$ cat src/rtl/if_prefetch_unit.sv
// Decoupled instruction prefetcher: issues in-order word fetches under a credit limit and buffers responses for ID.
// Optional same-cycle response bypass to ID is enabled by defining IF_PREFETCH_BYPASS_EN.

module if_prefetch_unit_chk #(
  parameter int unsigned DEPTH = 4,
  parameter int unsigned CNT_W = 3
) (
  input logic             clk_i,
  input logic             rst_i,
  input logic             overflow_i,
  input logic [CNT_W:0]   credit_i
);
  // Credit accounting must make a FIFO overflow impossible.
  always_ff @(posedge clk_i) begin
    if (!rst_i) begin
      assert (!overflow_i);
      assert (credit_i <= (CNT_W+1)'(DEPTH));
    end
  end
endmodule

module if_prefetch_unit #(
  parameter int unsigned       ADDR_W   = 32,
  parameter int unsigned       DEPTH    = 4,
  parameter logic [ADDR_W-1:0] RESET_PC = {ADDR_W{1'b0}}
) (
  input  logic                       clk_i,
  input  logic                       rst_i,
  input  logic                       redirect_en_i,
  input  logic [ADDR_W-1:0]          redirect_addr_i,
  output logic                       imem_req_o,
  output logic [ADDR_W-1:0]          imem_addr_o,
  input  logic                       imem_gnt_i,
  input  logic                       imem_rvalid_i,
  input  logic [31:0]                imem_rdata_i,
  output logic                       id_valid_o,
  output logic [31:0]                id_inst_o,
  output logic [ADDR_W-1:0]          id_pc_o,
  output logic [ADDR_W-1:0]          id_pc_next_o,
  input  logic                       id_ready_i,
  output logic [$clog2(DEPTH+1)-1:0] fifo_count_o
);
  localparam int PTR_W = $clog2(DEPTH);
  localparam int CNT_W = $clog2(DEPTH+1);

  logic [ADDR_W-3:0] fetch_word_q, fetch_word_d;
  logic [CNT_W-1:0]  count_q, count_d, outst_q, outst_d, discard_q, discard_d;
  logic [PTR_W-1:0]  wr_ptr_q, wr_ptr_d, rd_ptr_q, rd_ptr_d;
  logic [PTR_W-1:0]  pend_wr_q, pend_wr_d, pend_rd_q, pend_rd_d;
  logic              overflow_q, overflow_d;
  logic [31:0]       inst_mem_q [DEPTH];
  logic [ADDR_W-1:0] pc_mem_q   [DEPTH];
  logic [ADDR_W-1:0] pend_mem_q [DEPTH];

  logic [CNT_W:0] credit_s;
  logic fifo_empty_s, fifo_full_s, accept_s, resp_s, keep_s, bypass_s, push_s, pop_s;
  logic [1:0] unused_addr_bits_s;

  assign unused_addr_bits_s = redirect_addr_i[1:0];
  assign credit_s     = {1'b0, count_q} + {1'b0, outst_q};
  assign fifo_empty_s = (count_q == {CNT_W{1'b0}});
  assign fifo_full_s  = (count_q == CNT_W'(DEPTH));
  assign imem_req_o   = ~rst_i & ~redirect_en_i & (credit_s < (CNT_W+1)'(DEPTH));
  assign imem_addr_o  = {fetch_word_q, 2'b00};
  assign accept_s     = imem_req_o & imem_gnt_i;
  // Responses with nothing outstanding belong to requests issued before reset.
  assign resp_s       = imem_rvalid_i & (outst_q != {CNT_W{1'b0}});
  assign keep_s       = resp_s & ~redirect_en_i & (discard_q == {CNT_W{1'b0}});
`ifdef IF_PREFETCH_BYPASS_EN
  assign bypass_s     = keep_s & fifo_empty_s;
`else
  assign bypass_s     = 1'b0;
`endif
  assign push_s       = keep_s & ~fifo_full_s & ~(bypass_s & id_ready_i);
  assign pop_s        = ~fifo_empty_s & id_ready_i & ~redirect_en_i;
  assign fifo_count_o = count_q;
  assign id_pc_next_o = id_pc_o + ADDR_W'(4);

  // ID-facing head selection; empty FIFO presents zeros.
  always_comb begin
    id_valid_o = ~fifo_empty_s | bypass_s;
    id_inst_o  = 32'h0;
    id_pc_o    = {ADDR_W{1'b0}};
    if (bypass_s) begin
      id_inst_o = imem_rdata_i;
      id_pc_o   = pend_mem_q[pend_rd_q];
    end else if (!fifo_empty_s) begin
      id_inst_o = inst_mem_q[rd_ptr_q];
      id_pc_o   = pc_mem_q[rd_ptr_q];
    end else begin
      id_inst_o = 32'h0;
      id_pc_o   = {ADDR_W{1'b0}};
    end
  end

  // Next-state for fetch PC, credits, discard count and FIFO pointers.
  always_comb begin
    fetch_word_d = fetch_word_q;
    count_d      = count_q;
    outst_d      = outst_q;
    discard_d    = discard_q;
    wr_ptr_d     = wr_ptr_q;
    rd_ptr_d     = rd_ptr_q;
    pend_wr_d    = pend_wr_q;
    pend_rd_d    = pend_rd_q;
    overflow_d   = overflow_q | (keep_s & fifo_full_s);

    if (accept_s) begin
      fetch_word_d = fetch_word_q + (ADDR_W-2)'(1);
      pend_wr_d    = pend_wr_q + PTR_W'(1);
    end else begin
      fetch_word_d = fetch_word_q;
      pend_wr_d    = pend_wr_q;
    end

    if (resp_s) begin
      pend_rd_d = pend_rd_q + PTR_W'(1);
    end else begin
      pend_rd_d = pend_rd_q;
    end

    case ({accept_s, resp_s})
      2'b10:   outst_d = outst_q + CNT_W'(1);
      2'b01:   outst_d = outst_q - CNT_W'(1);
      default: outst_d = outst_q;
    endcase

    if (redirect_en_i) begin
      // Everything still in flight after this cycle is stale.
      fetch_word_d = redirect_addr_i[ADDR_W-1:2];
      discard_d    = outst_q - (resp_s ? CNT_W'(1) : CNT_W'(0));
      rd_ptr_d     = wr_ptr_q;
      count_d      = {CNT_W{1'b0}};
    end else begin
      if (resp_s && (discard_q != {CNT_W{1'b0}})) begin
        discard_d = discard_q - CNT_W'(1);
      end else begin
        discard_d = discard_q;
      end
      wr_ptr_d = push_s ? (wr_ptr_q + PTR_W'(1)) : wr_ptr_q;
      rd_ptr_d = pop_s  ? (rd_ptr_q + PTR_W'(1)) : rd_ptr_q;
      case ({push_s, pop_s})
        2'b10:   count_d = count_q + CNT_W'(1);
        2'b01:   count_d = count_q - CNT_W'(1);
        default: count_d = count_q;
      endcase
    end
  end

  // Control state register with synchronous reset.
  always_ff @(posedge clk_i) begin
    if (rst_i) begin
      fetch_word_q <= RESET_PC[ADDR_W-1:2];
      count_q      <= {CNT_W{1'b0}};
      outst_q      <= {CNT_W{1'b0}};
      discard_q    <= {CNT_W{1'b0}};
      wr_ptr_q     <= {PTR_W{1'b0}};
      rd_ptr_q     <= {PTR_W{1'b0}};
      pend_wr_q    <= {PTR_W{1'b0}};
      pend_rd_q    <= {PTR_W{1'b0}};
      overflow_q   <= 1'b0;
    end else begin
      fetch_word_q <= fetch_word_d;
      count_q      <= count_d;
      outst_q      <= outst_d;
      discard_q    <= discard_d;
      wr_ptr_q     <= wr_ptr_d;
      rd_ptr_q     <= rd_ptr_d;
      pend_wr_q    <= pend_wr_d;
      pend_rd_q    <= pend_rd_d;
      overflow_q   <= overflow_d;
    end
  end

  // Data storage needs no reset: occupancy is tracked by the pointers.
  always_ff @(posedge clk_i) begin
    if (push_s) begin
      inst_mem_q[wr_ptr_q] <= imem_rdata_i;
      pc_mem_q[wr_ptr_q]   <= pend_mem_q[pend_rd_q];
    end
    if (accept_s) begin
      pend_mem_q[pend_wr_q] <= imem_addr_o;
    end
  end

  if_prefetch_unit_chk #(.DEPTH(DEPTH), .CNT_W(CNT_W)) u_chk (
    .clk_i      (clk_i),
    .rst_i      (rst_i),
    .overflow_i (overflow_q),
    .credit_i   (credit_s)
  );
endmodule

$ cat config.mk
export PLATFORM = sky130hd
export DESIGN_NAME = if_prefetch_unit
export DESIGN_NICKNAME = d
export VERILOG_FILES = /design/src/rtl/if_prefetch_unit.sv
export SDC_FILE = /design/constraint.sdc
export NUM_CORES = 1
export LEC_CHECK = 0
export CORE_ASPECT_RATIO = 0.5
export CORE_MARGIN = 3
export CORE_UTILIZATION = 45
export DETAILED_ROUTE_END_ITERATION = 8
export HOLD_SLACK_MARGIN = 0.03
export PLACE_DENSITY_LB_ADDON = 0.1
export RECOVER_POWER = 50
export SKIP_LAST_GASP = 1
export SYNTH_ARGS = -nofsm -noshare
export SYNTH_HDL_FRONTEND = slang
export SYNTH_SLANG_ARGS = --single-unit
$ cat constraint.sdc
create_clock -name clk_i -period 3.9 [get_ports clk_i]
set_input_delay 0.39 -clock clk_i [delete_from_list [all_inputs] [get_ports clk_i]]
set_output_delay 0.39 -clock clk_i [all_outputs]
set_load 0.02 [all_outputs]
; ---- After elaboration in Yosys (flattened, before gate mapping)
; Memories as Yosys holds them, arrays and structs flattened. A register that Yosys moved wholly into a read port is not among the register bits.
; Cells that the tools add are included.
[classes]
add_sub_neg = 13
order_cmp = 1
n_eq_ne = 5
mux = 21
bitwise = 13
reduce_logical = 12
[op_table]
columns = op, n
row1 = 32-bit two-way mux, 2
row2 = 30-bit two-way mux, 2
row3 = "32-bit by 3-bit adder with 32-bit output, second input constant", 1
row4 = "30-bit by 1-bit adder with 30-bit output, second input constant", 1
row5 = 2-bit two-way mux, 8
row6 = 3-bit case mux with 2 select lines, 2
row7 = 2-bit nonzero test, 5
row8 = 1-bit bitwise AND, 9
row9 = "3-bit by 1-bit subtractor with 3-bit output, second input constant", 3
row10 = "2-bit by 1-bit adder with 2-bit output, second input constant", 4
row11 = "3-bit by 1-bit adder with 3-bit output, second input constant", 2
row12 = 3-bit logical NOT, 2
row13 = 3-bit two-way mux, 2
row14 = 3-bit nonzero test, 2
row15 = 1-bit two-way mux, 5
row16 = 3-bit by 3-bit adder with 4-bit output, 1
row17 = "2-bit by 1-bit equality test with 1-bit output, second input constant", 2
row18 = "2-bit equality test, second input constant", 2
row19 = "4-bit by 3-bit less-than comparator with 1-bit output, second input constant", 1
row20 = 1-bit NOT, 4
row21 = "3-bit equality test, second input constant", 1
row22 = 3-bit by 1-bit subtractor with 3-bit output, 1
row23 = 2-bit AND reduction, 1
row24 = 2-bit OR reduction, 1
row25 = 1-bit logical AND, 1
[totals]
register_bits = 47
mem_bits_rw = 376
inputBits = 70
out_inout_bits = 133
n_memories = 3
[mem_list]
columns = memory, depth, width, rd, rd_ports_with_merged_regs, write_ports, line
row1 = inst_mem_q, 4, 32, 1, 1, 1, 51  ; logic [31:0] inst_mem_q [DEPTH];
row2 = pc_mem_q, 4, 32, 1, 1, 1, 52  ; logic [ADDR_W-1:0] pc_mem_q [DEPTH];
row3 = pend_mem_q, 4, 30, 1, 1, 1, 53  ; logic [ADDR_W-1:0] pend_mem_q [DEPTH];

; ---- Depth between registers and ports, before layout
[logic_depth]
depth_word = 8
depth_mapped = 13
depth_no_buf = 12

; ---- Worst setup path after synthesis
; No wires, ideal clock.
[synth_timing]
kind = in2reg
startpoint = input port redirect_en_i
endpoint = memory inst_mem_q[1][0] (enable)
arrival_time_ns = 2.839
t_required_ns = 3.474
path_slack_ns = 0.635
stages = 5
path_buffers = 1
cell_sequence = clkbuf_1 > inv_1 > nand3_1 > a311oi_1 > and2_1
[synth_via]
elab_chain_len = 6
[synth_lines]
columns = element, line
row1 = from (decl), 29  ; input logic redirect_en_i,
row2 = 1-bit NOT (no line), --
row3 = 1-bit bitwise AND (2 in a row), 68  ; assign keep_s = resp_s & ~redirect_en_i & (discard_q == {CNT_W{1'b0}});
row4 = 1-bit bitwise AND, 74  ; assign push_s = keep_s & ~fifo_full_s & ~(bypass_s & id_ready_i);
row5 = 1-bit two-way mux, 177  ; if (push_s) begin
row6 = 1-bit two-way mux (implied by the code), 178  ; inst_mem_q[wr_ptr_q] <= imem_rdata_i;
row7 = to (decl), 51
; Every way passes these cells.

; ---- Worst setup path in the final report
[layout_timing]
startpoint = register count_q[2] (netlist: fifo_count_o[2])
endpoint = output port id_pc_next_o[28]
[layout_via]
elab_chain_len = 3
[layout_lines]
columns = element, line
row1 = from (decl), 47  ; logic [CNT_W-1:0] count_q, count_d, outst_q, outst_d, discard_q, discard_d;
row2 = from (signal assigned), 154  ; count_q <= {CNT_W{1'b0}};
row3 = from (signal assigned), 164  ; count_q <= count_d;
row4 = 3-bit logical NOT, 61  ; assign fifo_empty_s = (count_q == {CNT_W{1'b0}});
row5 = 32-bit two-way mux, 87  ; end else if (!fifo_empty_s) begin
row6 = 32-bit by 3-bit adder with 32-bit output, 77  ; assign id_pc_next_o = id_pc_o + ADDR_W'(4);
row7 = to (decl), 39  ; output logic [ADDR_W-1:0] id_pc_next_o,
; Every way passes these cells.

==> results.txt <==
The gate count after technology mapping came out at 1050. The number of remaining DRC errors is 0. The count of port buffers added during placement came out at 194. The synthesized area divided by synthesized cell count is 16.7 um^2. The number of antenna violations at the first check in global routing is 0.

The startpoint type of the worst setup path is a flop. For this run the aggregate overflow at the end of global routing stands at 0. The most used flip-flop cell after synthesis is edfxtp_1.

The clock slew seen by the registers of the worst setup and hold paths came out at 70 ps. The sequential cell area fraction in the yosys report came out at 69.0%. The number of buffers added by the clock tree synthesis step is 39. The total I/O pin count is 203. CTS placed an instance of clkbuf_16 at the clock tree root. The effective utilization at floorplan came out at 46.2%. The latest clock arrival within the worst-skew pair came out at 530 ps.

The fraction of synthesis flops using an asynchronous set or reset pin is 0%. The number of warnings printed during yosys synthesis came out at 0. The final count of negative-setup-slack endpoints is 0. Counting flops and latches in the post-synthesis netlist gives 419.

The number of fill cells came out at 2959. Entering global routing, the biggest net connects 49 pins. The highest clock frequency the design can meet is 259 MHz. The worst hold path was traced through 3 stages.

The all-layer global routing usage is 18.7%. The CTS sink count is 419. The number of distinct library cell variants in the gate-level netlist after synthesis is 62. For this run, global-route usage on met3 was measured as 3.27%. The arithmetic-cell share of the synthesized area counting full adders, half adders and majority gates came out at 1.52%.

Combinational logic is responsible for 11.0% of the overall power. The share of power burned in the clock network is 38.1%. The net load switching power came out at 0.00239 W. The flow ran to the end, and the final reports show no timing, DRC or antenna violations. Data on the critical path arrives at its endpoint at 3470 ps. The number of hold violations in the final report came out at 0. The routed via count divided by cell count is 5.39. The highest fanout seen on the critical path is 10. The type of the worst setup path is reg2out. The detailed router finished its first iteration with 778 violations.

After detailed routing, the total wire length is 38.6 mm. The floorplan step defined a core boundary enclosing 37800 um^2. The number of buffers on the longest clock path came out at 3. The xor and xnor area share after synthesis came out at 2.30%.

The count of nets after finishing came out at 1360. Compared with the post-synthesis result, the final layout area differs by 23.0%. The data required time of the worst path is 3510 ps. The complex-gate fraction of the synthesized area is 3.25%. The internal portion of total power is 0.00796 W. The max-cap violation count came out at 0.

The number of slew-limit violations in the final report is 0. The leakage power is 7.19 nW. The switching power as a share of total power came out at 23.1%.

The tightest min-delay check is of the in2reg type. STA classifies the critical path endpoint as a primary output. The post-synthesis simple-gate area fraction is 8.77%. The final instance area came out at 21500 um^2. The share of post-route cells with drive strength above 1 is 16.2%. The H-tree level count came out at 2.

The number of global-route vias before repair is 10219. The final routed wire length divided by cell count is 21.2 um. The final hold slack is 421 ps.

Measured in cells, the most critical reg-to-reg path has a length of 8. Global routing used 30.1% of the available met2 tracks. Once detailed placement completed, the half-perimeter wirelength came to 25.1 mm.

IR analysis of the VDD net gives a maximum drop of 0.306 mV. met2 is the most crowded layer. The number of placement rows came out at 50. The sequential group share of total power came out at 50.9%.

The met1 layer usage reported by global route came out at 26.5%. Counting flops with a built-in enable in the synthesized netlist gives 368. After layout, the minimum clock period comes to 3860 ps. TritonCTS built the clock tree. The die is 285 um wide. The count of nets left with antenna violations after detail routing came out at 0.

The total power per unit cell area is 481 nW/um^2. The wire length of the first global-routing pass is 59.5 mm. The first detailed-routing pass ran for 5 iterations. The area of the die is 41400 um^2. The transition time at the pin with the least slew margin came out at 853 ps. The relative max-transition margin came out at 43.1%. Setup repair after global routing could not meet its margin everywhere. The placed instances occupy a cell area of 20100 um^2. In this run the cell area of the synthesized design comes to 17500 um^2. Measured against the total synthesized area, the mux share comes to 12.5%. The height of the die is 145 um.

The clock skew came out at 14.8 ps. After synthesis, the largest family of logic cells by area is multiplexers. Of the available clock period, the critical path in the final layout requires 98.9%. The global placement routability congestion is 0.836. The count of vias placed by the detailed router is 9808.
==> routing by layer <==
| metal | up-vias | share of wire, % |
|---|---|---|
| met3 | 50 | 4.5 |
| met4 | 0 | 2.2 |
| met1 | 5030 | 46 |
| met2 | 219 | 48 |
| li1 | 4509 | - |
| met5 | - | 0 |
==> state kept, by name (all words and copies together), names as in the netlist, named ones only <==
signal        cells
pc_mem_q        120
fetch_word_q     30
wr_ptr_q          2
pend_wr_q         2
outst_q           3
inst_mem_q      128
rd_ptr_q          2
pend_rd_q         2
discard_q         3
pend_mem_q      120
fifo_count_o      3
==> layout by cell type, fill, tap and decap left out, types with 21 or more instances in the layout <==
| cell | n |
|---|---|
| nand3_1 | 26 |
| o21ai_0 | 22 |
| clkdlybuf4s50_1 | 150 |
| xnor2_1 | 25 |
| xor2_1 | 21 |
| a21oi_1 | 28 |
| dlygate4sd3_1 | 32 |
| edfxtp_1 | 368 |
| dfxtp_1 | 47 |
| buf_4 | 32 |
| nand2_1 | 67 |
| mux4_2 | 80 |
| inv_1 | 32 |
| clkbuf_16 | 44 |
| and2_1 | 61 |
| nor2_1 | 52 |
==> kinds of logic (layout without fill, tap and decap cells) <==
family | count (synthesis) | after routing
flops | 419 | 419
simple gates | 282 | 282
mux | 99 | 99
buf+inv | 92 | 337
compound gates | 91 | 91
xor+xnor | 46 | 46
fa+ha+maj | 20 | 20
other cells | 1 | 7
==> power by group through the flow <==
stage	Combinational, W	Sequential, W	Clock, W
5_1_grt	0.00124	0.00529	0.00423
6_report	0.00114	0.00526	0.00395
3_5_place_dp	0.00114	0.00537	0
3_3_place_gp	0.00111	0.00536	0
4_1_cts	0.00116	0.00527	0.00404
2_1_floorplan	0.000766	0.00529	0
==> worst paths after layout <==
path                            slack, ps                          from                             to
worst min-delay path                  420            redirect_addr_i[7]   fetch_word_q[5]$_SDFFE_PP0P_
worst max register to register       1260  fifo_count_o[2]$_SDFFE_PP0P_  fetch_word_q[17]$_SDFFE_PP0P_
worst max-delay path                   40  fifo_count_o[2]$_SDFFE_PP0P_               id_pc_next_o[28]
worst min register to register        510     pend_wr_q[1]$_SDFFE_PP0P_      pend_wr_q[1]$_SDFFE_PP0P_
==> synth_stat cells (12+ instances only) <==
master | n | area share [%]
a21oi_1 | 28 | 0.80
and2_1 | 65 | 2.3
buf_4 | 12 | 0.52
clkbuf_1 | 25 | 0.54
dfxtp_1 | 51 | 5.8
edfxtp_1 | 368 | 63
ha_1 | 18 | 1.3
inv_1 | 33 | 0.71
mux4_1 | 12 | 1.8
mux4_2 | 80 | 10
nand2_1 | 67 | 1.4
nand3_1 | 26 | 0.74
nor2_1 | 52 | 1.1
nor3_1 | 16 | 0.46
o21ai_0 | 22 | 0.63
xnor2_1 | 25 | 1.3
xor2_1 | 21 | 1.1
==> layout make-up <==
type / instances / area [um^2] / area share (%)
repair buffers: 232 / 2290 / 10.7
well taps: 520 / 651 / 3.03
inverters: 34 / 128 / 0.593
flip-flops and latches: 419 / 12100 / 56.2
clock buffers: 48 / 1120 / 5.19
multi-input cells: 544 / 5010 / 23.3
diodes: 1 / 2.50 / 0.0116
clock inverters: 23 / 226 / 1.05
==> what timing repair did <==
action / 4_1_cts / 5_1_grt
pin swaps: 0 / 1
setup endpoints to repair: 12 / 12
buffers inserted: 6 / 2
hold buffers: 0 / 0
gates resized for setup: 5 / 9
==> per-stage QoR <==
stage / cells / power [W] / TNS [ps] / setup slack (ps) / utilization [%]
after floorplan: 1055 / 0.00605 / 0 / 635 / -
after detailed placement: 1741 / 0.00651 / 0 / 463 / 53.0
after global placement: 1741 / 0.00647 / 0 / 495 / 53.0
after CTS: 1818 / 0.0105 / -41.1 / -41.1 / 56.7
after global routing: 1820 / 0.0108 / -194 / -157 / 56.8
final: 1821 / 0.0103 / 0 / 43.1 / 56.8
==> critical path: stages, from the launching register on <==
cell             delay (ps)
dfxtp_1                 430
nor3_1                   90
buf_4                   200
inv_2                   150
and2_1                  250
ha_1                    240
nand3_2                 150
nor3_4                  210
nand3_4                 210
nor3_2                  190
xor2_1                  170
clkdlybuf4s50_1         620
No activity file was read; power rests on OpenSTA's default activity.
==> RTL edit 1, RTL diff (config.mk and constraints unchanged) <==
Make the reset (`rst_i`) asynchronous in one clocked block. Comments in the files are not updated.
--- a/src/rtl/if_prefetch_unit.sv
+++ b/src/rtl/if_prefetch_unit.sv
@@ -149,5 +149,5 @@
 
   // Control state register with synchronous reset.
-  always_ff @(posedge clk_i) begin
+  always_ff @(posedge clk_i or posedge rst_i) begin
     if (rst_i) begin
       fetch_word_q <= RESET_PC[ADDR_W-1:2];
Behaviour: differs if rst_i is asserted again (counterexample within 4 cycles, from zero or initial values and one cycle with rst_i high); with rst_i held inactive, the same outputs for 4 cycles.
==> RTL edit 1 against the unedited design <==
The run now ends with capacitance limit, slew limit left; sequential cell count fell by 4; setup slack improved by 55 ps; cell area fell by 0.33%; synthesized cell count fell by 3.9%; synthesized area fell by 0.14%; sequential share of layout area rose by 0.90 points; routed wire length barely moved; critical path type unchanged.
Power is not compared: it rests on default switching activity, and its combinational part moved more than twofold at a synthesized area within 25%.
==> RTL edit 1: results (changes against the unedited design) <==
[global_route]
antenna_found_initial=4  ; was 0
track_usage_pct=18.84  ; was 18.68%
grt_pass1_wl_mm=60.07  ; was 59.55 mm
grt_pass1_vias=10330  ; was 10220
grt_max_degree=67  ; was 49

[cells_and_area]
nNetsFinal=1311  ; was 1360
buf_share_pct=10.88  ; was 10.66%
diodes=1  ; unchanged
nNonClkBuffers=223  ; was 232
num-nonclk-inverters=26  ; was 34
multiInputCombCellCount=518  ; was 544
fill_cells=2922  ; was 2959
multi_input_area_share_pct=22.68  ; was 23.29%
final_layout_size_suffix_gt1_share_pct=16.63  ; was 16.15%
clk_share_pct=5.860  ; was 6.242%
area.sequential_um2=12240  ; was 12080 um2

[synth]
synth-compound-area-share_pct=2.580  ; was 3.249%
synthTopCellsByArea=edfxtp_1 63%, mux4_2 12%, dfrtp_1 6.7%, and2_1 2.4%, xnor2_1 2.0%  ; was edfxtp_1 63%, mux4_2 10%, dfxtp_1 5.8%, and2_1 2.3%, mux4_1 1.8%
yosysUniqueCellTypes=61  ; was 62
synth_common_cells=368 x edfxtp_1, 94 x mux4_2, 78 x nand2_1, 67 x and2_1, 47 x dfrtp_1  ; was 368 x edfxtp_1, 80 x mux4_2, 67 x nand2_1, 65 x and2_1, 52 x nor2_1
synth_adder_area_share_pct=1.447  ; was 1.517%
ys_ff_latch=415  ; was 419
syn_avg_cell_area_um2=17.31  ; was 16.65 um2
synth_xor_area_share_pct=2.709  ; was 2.304%
async_reset_ff_share_pct=11.33  ; was 0%
seq_area_frac_synth_pct=70.02  ; was 69.04%
synthMuxAreaShare_pct=12.47  ; was 12.54%

[clocking]
cts-resized-gates=8  ; was 5
clk_latency_ps=520
cts.clk_slew.worst_paths_ps=60
cts_buffers=38  ; was 39
postCtsSetupBuffers=0  ; was 6

[placed_design]
dp_cells=1701  ; was 1741
gp_congestion=0.7942  ; was 0.8364
dp.final_hpwl_mm=25.01  ; was 25.14 mm

[timing]
finClkSkew_ps=16.20  ; was 14.76 ps
slew_violations=48  ; was 0
tightest_slew_ps=2064  ; was 853.3 ps

[power_and_ir_drop]
clock_power_mw=3.76
powerSeq_mw=5.74

[run_status]
violations=capacitance limit, slew limit
status=complete, but fails checks  ; was finished, final reports clean

[detailed_routing]
first_iter_violations=683  ; was 778
viasPerCell=5.395  ; was 5.386
wirelength_mm=38.55  ; was 38.59 mm
route.vias.total=9560  ; was 9808

[flow_run]
maxCapViolCount=1  ; was 0

[critical_path]
crit_fanout=7  ; was 10
crit_arrival_ps=3410  ; was 3470 ps

RTL edit 1: changes by cell type after synthesis, sizes merged, moves of 12 or more:
cell / delta
nor2: -23
and3: +12
dfxtp: -51
dfrtp: +47
nand2: +12
xnor2: +14
a21oi: -19
RTL edit 1: metrics by stage:
step	worst slack (ps)	utilization [%]	cell area, um2
6_report	98.19	56.64	21440
4_1_cts	-10.44	56.44	21360
3_3_place_gp	399.3	53.05	20080
3_5_place_dp	370.3	53.05	20080
2_1_floorplan	106.7	-	17480
5_1_grt	-118.6	56.64	21440
RTL edit 1: metal layers:
layer  global-route usage, %  vias up  wire (um)  part of all wire [%]
met3                   3.328       47       1597                   4.1
met4                   3.953        2        665                   1.7
met5                       0        -         13                 0.034
li1                        -     4337          -                     -
met2                   31.78      209      19010                    49
met1                   25.91     4965      17270                    45
RTL edit 1: worst paths after layout:
check                                       startpoint                      endpoint  slack (ps)  cells past startpoint
setup reg to reg           fifo_count_o[2]$_DFFE_PP0P_   pend_mem_q[3][22]$_DFFE_PP_         720                      6
max in group asynchronous                        rst_i       rd_ptr_q[0]$_DFFE_PP0P_        1390                      2
hold / removal                           redirect_en_i  fetch_word_q[10]$_DFFE_PP0P_         330                      3
setup / recovery               rd_ptr_q[0]$_DFFE_PP0P_              id_pc_next_o[24]         100                     10
min in group asynchronous                        rst_i  fetch_word_q[12]$_DFFE_PP0P_        1040                      2
hold reg to reg               discard_q[1]$_DFFE_PP0P_      discard_q[1]$_DFFE_PP0P_         560                      2
RTL edit 1: cells by family after synthesis:
logic type / after synthesis
XOR/XNOR: 54
AO/OA/AOI/OAI: 71
multiplexers: 100
AND/OR/NAND/NOR: 268
other: 1
flip-flops: 415
buffers and inverters: 81
adder cells (fa/ha/maj): 19
==> RTL edit 2, RTL diff (same settings) <==
Without the edit above. The option `IF_PREFETCH_BYPASS_EN` is turned on by a define.
--- a/src/rtl/if_prefetch_unit.sv
+++ b/src/rtl/if_prefetch_unit.sv
@@ -1,4 +1,6 @@
 // Decoupled instruction prefetcher: issues in-order word fetches under a credit limit and buffers responses for ID.
 // Optional same-cycle response bypass to ID is enabled by defining IF_PREFETCH_BYPASS_EN.
+
+`define IF_PREFETCH_BYPASS_EN
 
 module if_prefetch_unit_chk #(
Check against the original RTL: not equivalent (a bounded check fails within 4 cycles, from zero or initial values and one cycle with rst_i high).
==> RTL edit 2 against the unedited design <==
The run now ends with capacitance limit, slew limit left; routed wire length is 2.0% higher; maximum frequency is 3.9% higher; sequential share of layout area is 0.33 points lower; cell area is 0.56% higher; total power is 0.30% higher; sequential power is 2% lower; setup slack better by 140 ps; clock power is 6.3% lower; synthesized area is 0.87% lower; sequential cell count stayed put; non-clock buffer count is 50 higher; largest power group unchanged.
==> RTL edit 2: results (changes against the unedited design) <==
[timing]
tightest_slew_ps=1961  ; was 853.3 ps
slew_violations=93  ; was 0
finClkSkew_ps=17.12  ; was 14.76 ps

[flow_run]
maxCapViolCount=3  ; was 0

[run_status]
status=complete, but fails checks  ; was finished, final reports clean
violations=capacitance limit, slew limit

[critical_path]
crit_family=buffers and inverters  ; was simple AND/OR/NAND/NOR gates
cpPeakStageDelay_ps=580  ; was 620 ps
reg2reg_slack_ps=660  ; was 1260 ps
crit_arrival_ps=3320  ; was 3470 ps
r2r_end=pend_mem_q[2][27]$_DFFE_PP_  ; was fetch_word_q[17]$_SDFFE_PP0P_
crit_path_top_delay_cell=mux4_2  ; was clkdlybuf4s50_1
rr_worst_depth=5  ; was 8
crit_fanout=19  ; was 10

[cells_and_area]
final_layout_size_suffix_gt1_share_pct=19.89  ; was 16.15%
nNetsFinal=1373  ; was 1360
reg_top3=inst_mem_q: 128 flops, pc_mem_q: 120 flops, pend_mem_q: 120 flops  ; unchanged
diodes=0  ; was 1

[synth]
synth_common_cells=368 x edfxtp_1, 85 x mux4_2, 64 x nor2_1, 56 x a22o_1  ; was 368 x edfxtp_1, 80 x mux4_2, 67 x nand2_1, 65 x and2_1, 52 x nor2_1
yosysUniqueCellTypes=50  ; was 62
async_reset_ff_share_pct=0  ; unchanged
yosysMostFrequentCell=edfxtp_1  ; unchanged
yosys_warnings=0  ; unchanged
synth_enable_flop_cells=368  ; unchanged
synth_cells=1013  ; was 1050
synthTopCellsByArea=edfxtp_1 64%, mux4_2 11%, dfxtp_1 5.9%, a22o_1 2.8%, xnor2_1 1.6%  ; was edfxtp_1 63%, mux4_2 10%, dfxtp_1 5.8%, and2_1 2.3%, mux4_1 1.8%
seq_area_frac_synth_pct=69.65  ; was 69.04%

[worst_hold_path]
min_to=fetch_word_q[21]$_SDFFE_PP0P_  ; was fetch_word_q[5]$_SDFFE_PP0P_
hold_start=redirect_addr_i[23]  ; was redirect_addr_i[7]
hold_class=primary input to flop  ; unchanged

[clocking]
cts.clk_slew.worst_paths_ps=60
cts_buffers=38  ; was 39
clk_latency_ps=530  ; about the same
cts_max_path_buffers=3  ; unchanged

[detailed_routing]
viasPerCell=5.564  ; was 5.386
drtPass1Iterations=6  ; was 5
wl_per_cell_um=21.49  ; was 21.19 um
wirelength_mm=39.37  ; was 38.59 mm
first_iter_violations=793  ; was 778

[power_and_ir_drop]
power.leakage_nw=7.231  ; was 7.188 nW
ir_worst_vdd_v=0.0002512  ; was 0.0003061 V

[placed_design]
dp.final_hpwl_mm=25.43  ; was 25.14 mm
io_buffers=194  ; unchanged
gp_congestion=0.8328  ; was 0.8364
dp_cells=1753  ; was 1741

[global_route]
grt-ovfl-total=0  ; unchanged
track_usage_pct=19.26  ; was 18.68%
grt_pass1_vias=10470  ; was 10220
grt_pass1_wl_mm=60.85  ; was 59.55 mm
grt_max_degree=63  ; was 49

RTL edit 2: report_power, final:
part / total (mW) / switching, mW / internal (mW)
registers: 5.16 / 0.0966 / 5.06
clock network: 3.70 / 1.59 / 2.11
logic: 1.52 / 0.819 / 0.700
total: 10.4 / 2.51 / 7.87
RTL edit 2: logic make-up (layout without fill, tap and decap cells):
| group | Yosys count | in the layout | synth area share (%) |
|---|---|---|---|
| flip-flops | 419 | 419 | 69.65 |
| AND/OR/NAND/NOR | 221 | 221 | 6.309 |
| AO/OA/AOI/OAI | 130 | 130 | 5.537 |
| multiplexers | 101 | 101 | 12.64 |
| buffers and inverters | 74 | 368 | 1.942 |
| XOR/XNOR | 47 | 47 | 2.375 |
| adder cells (fa/ha/maj) | 20 | 20 | 1.530 |
| other | 1 | 6 | 0.02164 |
RTL edit 2: final cells by class:
type / instances / area, um2
Clock buffer: 46 / 1002
Clock inverter: 23 / 215.2
Fill cell: 2994 / 16030
Inverter: 17 / 63.81
Multi-Input combinational cell: 525 / 5001
Sequential cell: 419 / 12080
Tap cell: 520 / 650.6
Timing Repair Buffer: 282 / 2618
RTL edit 2: how the worst max path moves through the flow:
stage,from,to,cells past startpoint
finish,flop,id_pc_next_o[12],10
global route,discard_q[1]$_SDFFE_PP0P_,id_pc_next_o[22],14
CTS,discard_q[0]$_SDFFE_PP0P_,id_pc_next_o[22],14
detailed placement,imem_rvalid_i,id_pc_next_o[22],13
global placement,imem_rvalid_i,id_pc_next_o[22],13
floorplan,discard_q[0]$_SDFFE_PP0P_,id_pc_next_o[22],12
RTL edit 2: worst reg2reg max path, delay by kind of cell (launching register included):
kind	cells	cell delay, ps
buffers and inverters	1	1410
flip-flops	1	460
AND/OR/NAND/NOR	3	670
adder cells (fa/ha/maj)	1	270
RTL edit 2: routing by layer:
metal / part of all wire [%] / GRT usage (%) / wire length, um / up-vias
li1: - / - / - / 4609
met1: 45 / 27.00 / 17830 / 5255
met2: 48 / 31.51 / 18710 / 277
met3: 5.3 / 3.787 / 2091 / 52
met4: 1.9 / 4.914 / 744 / 0
met5: 0 / 0 / 0 / -
RTL edit 2: repair_timing:
action,CTS,global route
setup buffers,2,8
resized for setup,59,30
endpoints found under the setup margin,22,26
pin swaps,3,9
RTL edit 2: metrics by stage:
step	worst slack, ps	utilization [%]	cell area [um2]	setup TNS (ps)	hold WS [ps]
after floorplan	229.7	-	17350	0	469.2
after CTS	-160.0	57.32	21590	-465.6	386.9
final	186.5	57.43	21630	0	420.5
after detailed placement	-76.95	54.01	20340	-138.0	507.0
after global routing	-15.60	57.43	21630	-26.05	427.4
after global placement	-6.224	54.01	20340	-6.224	477.4
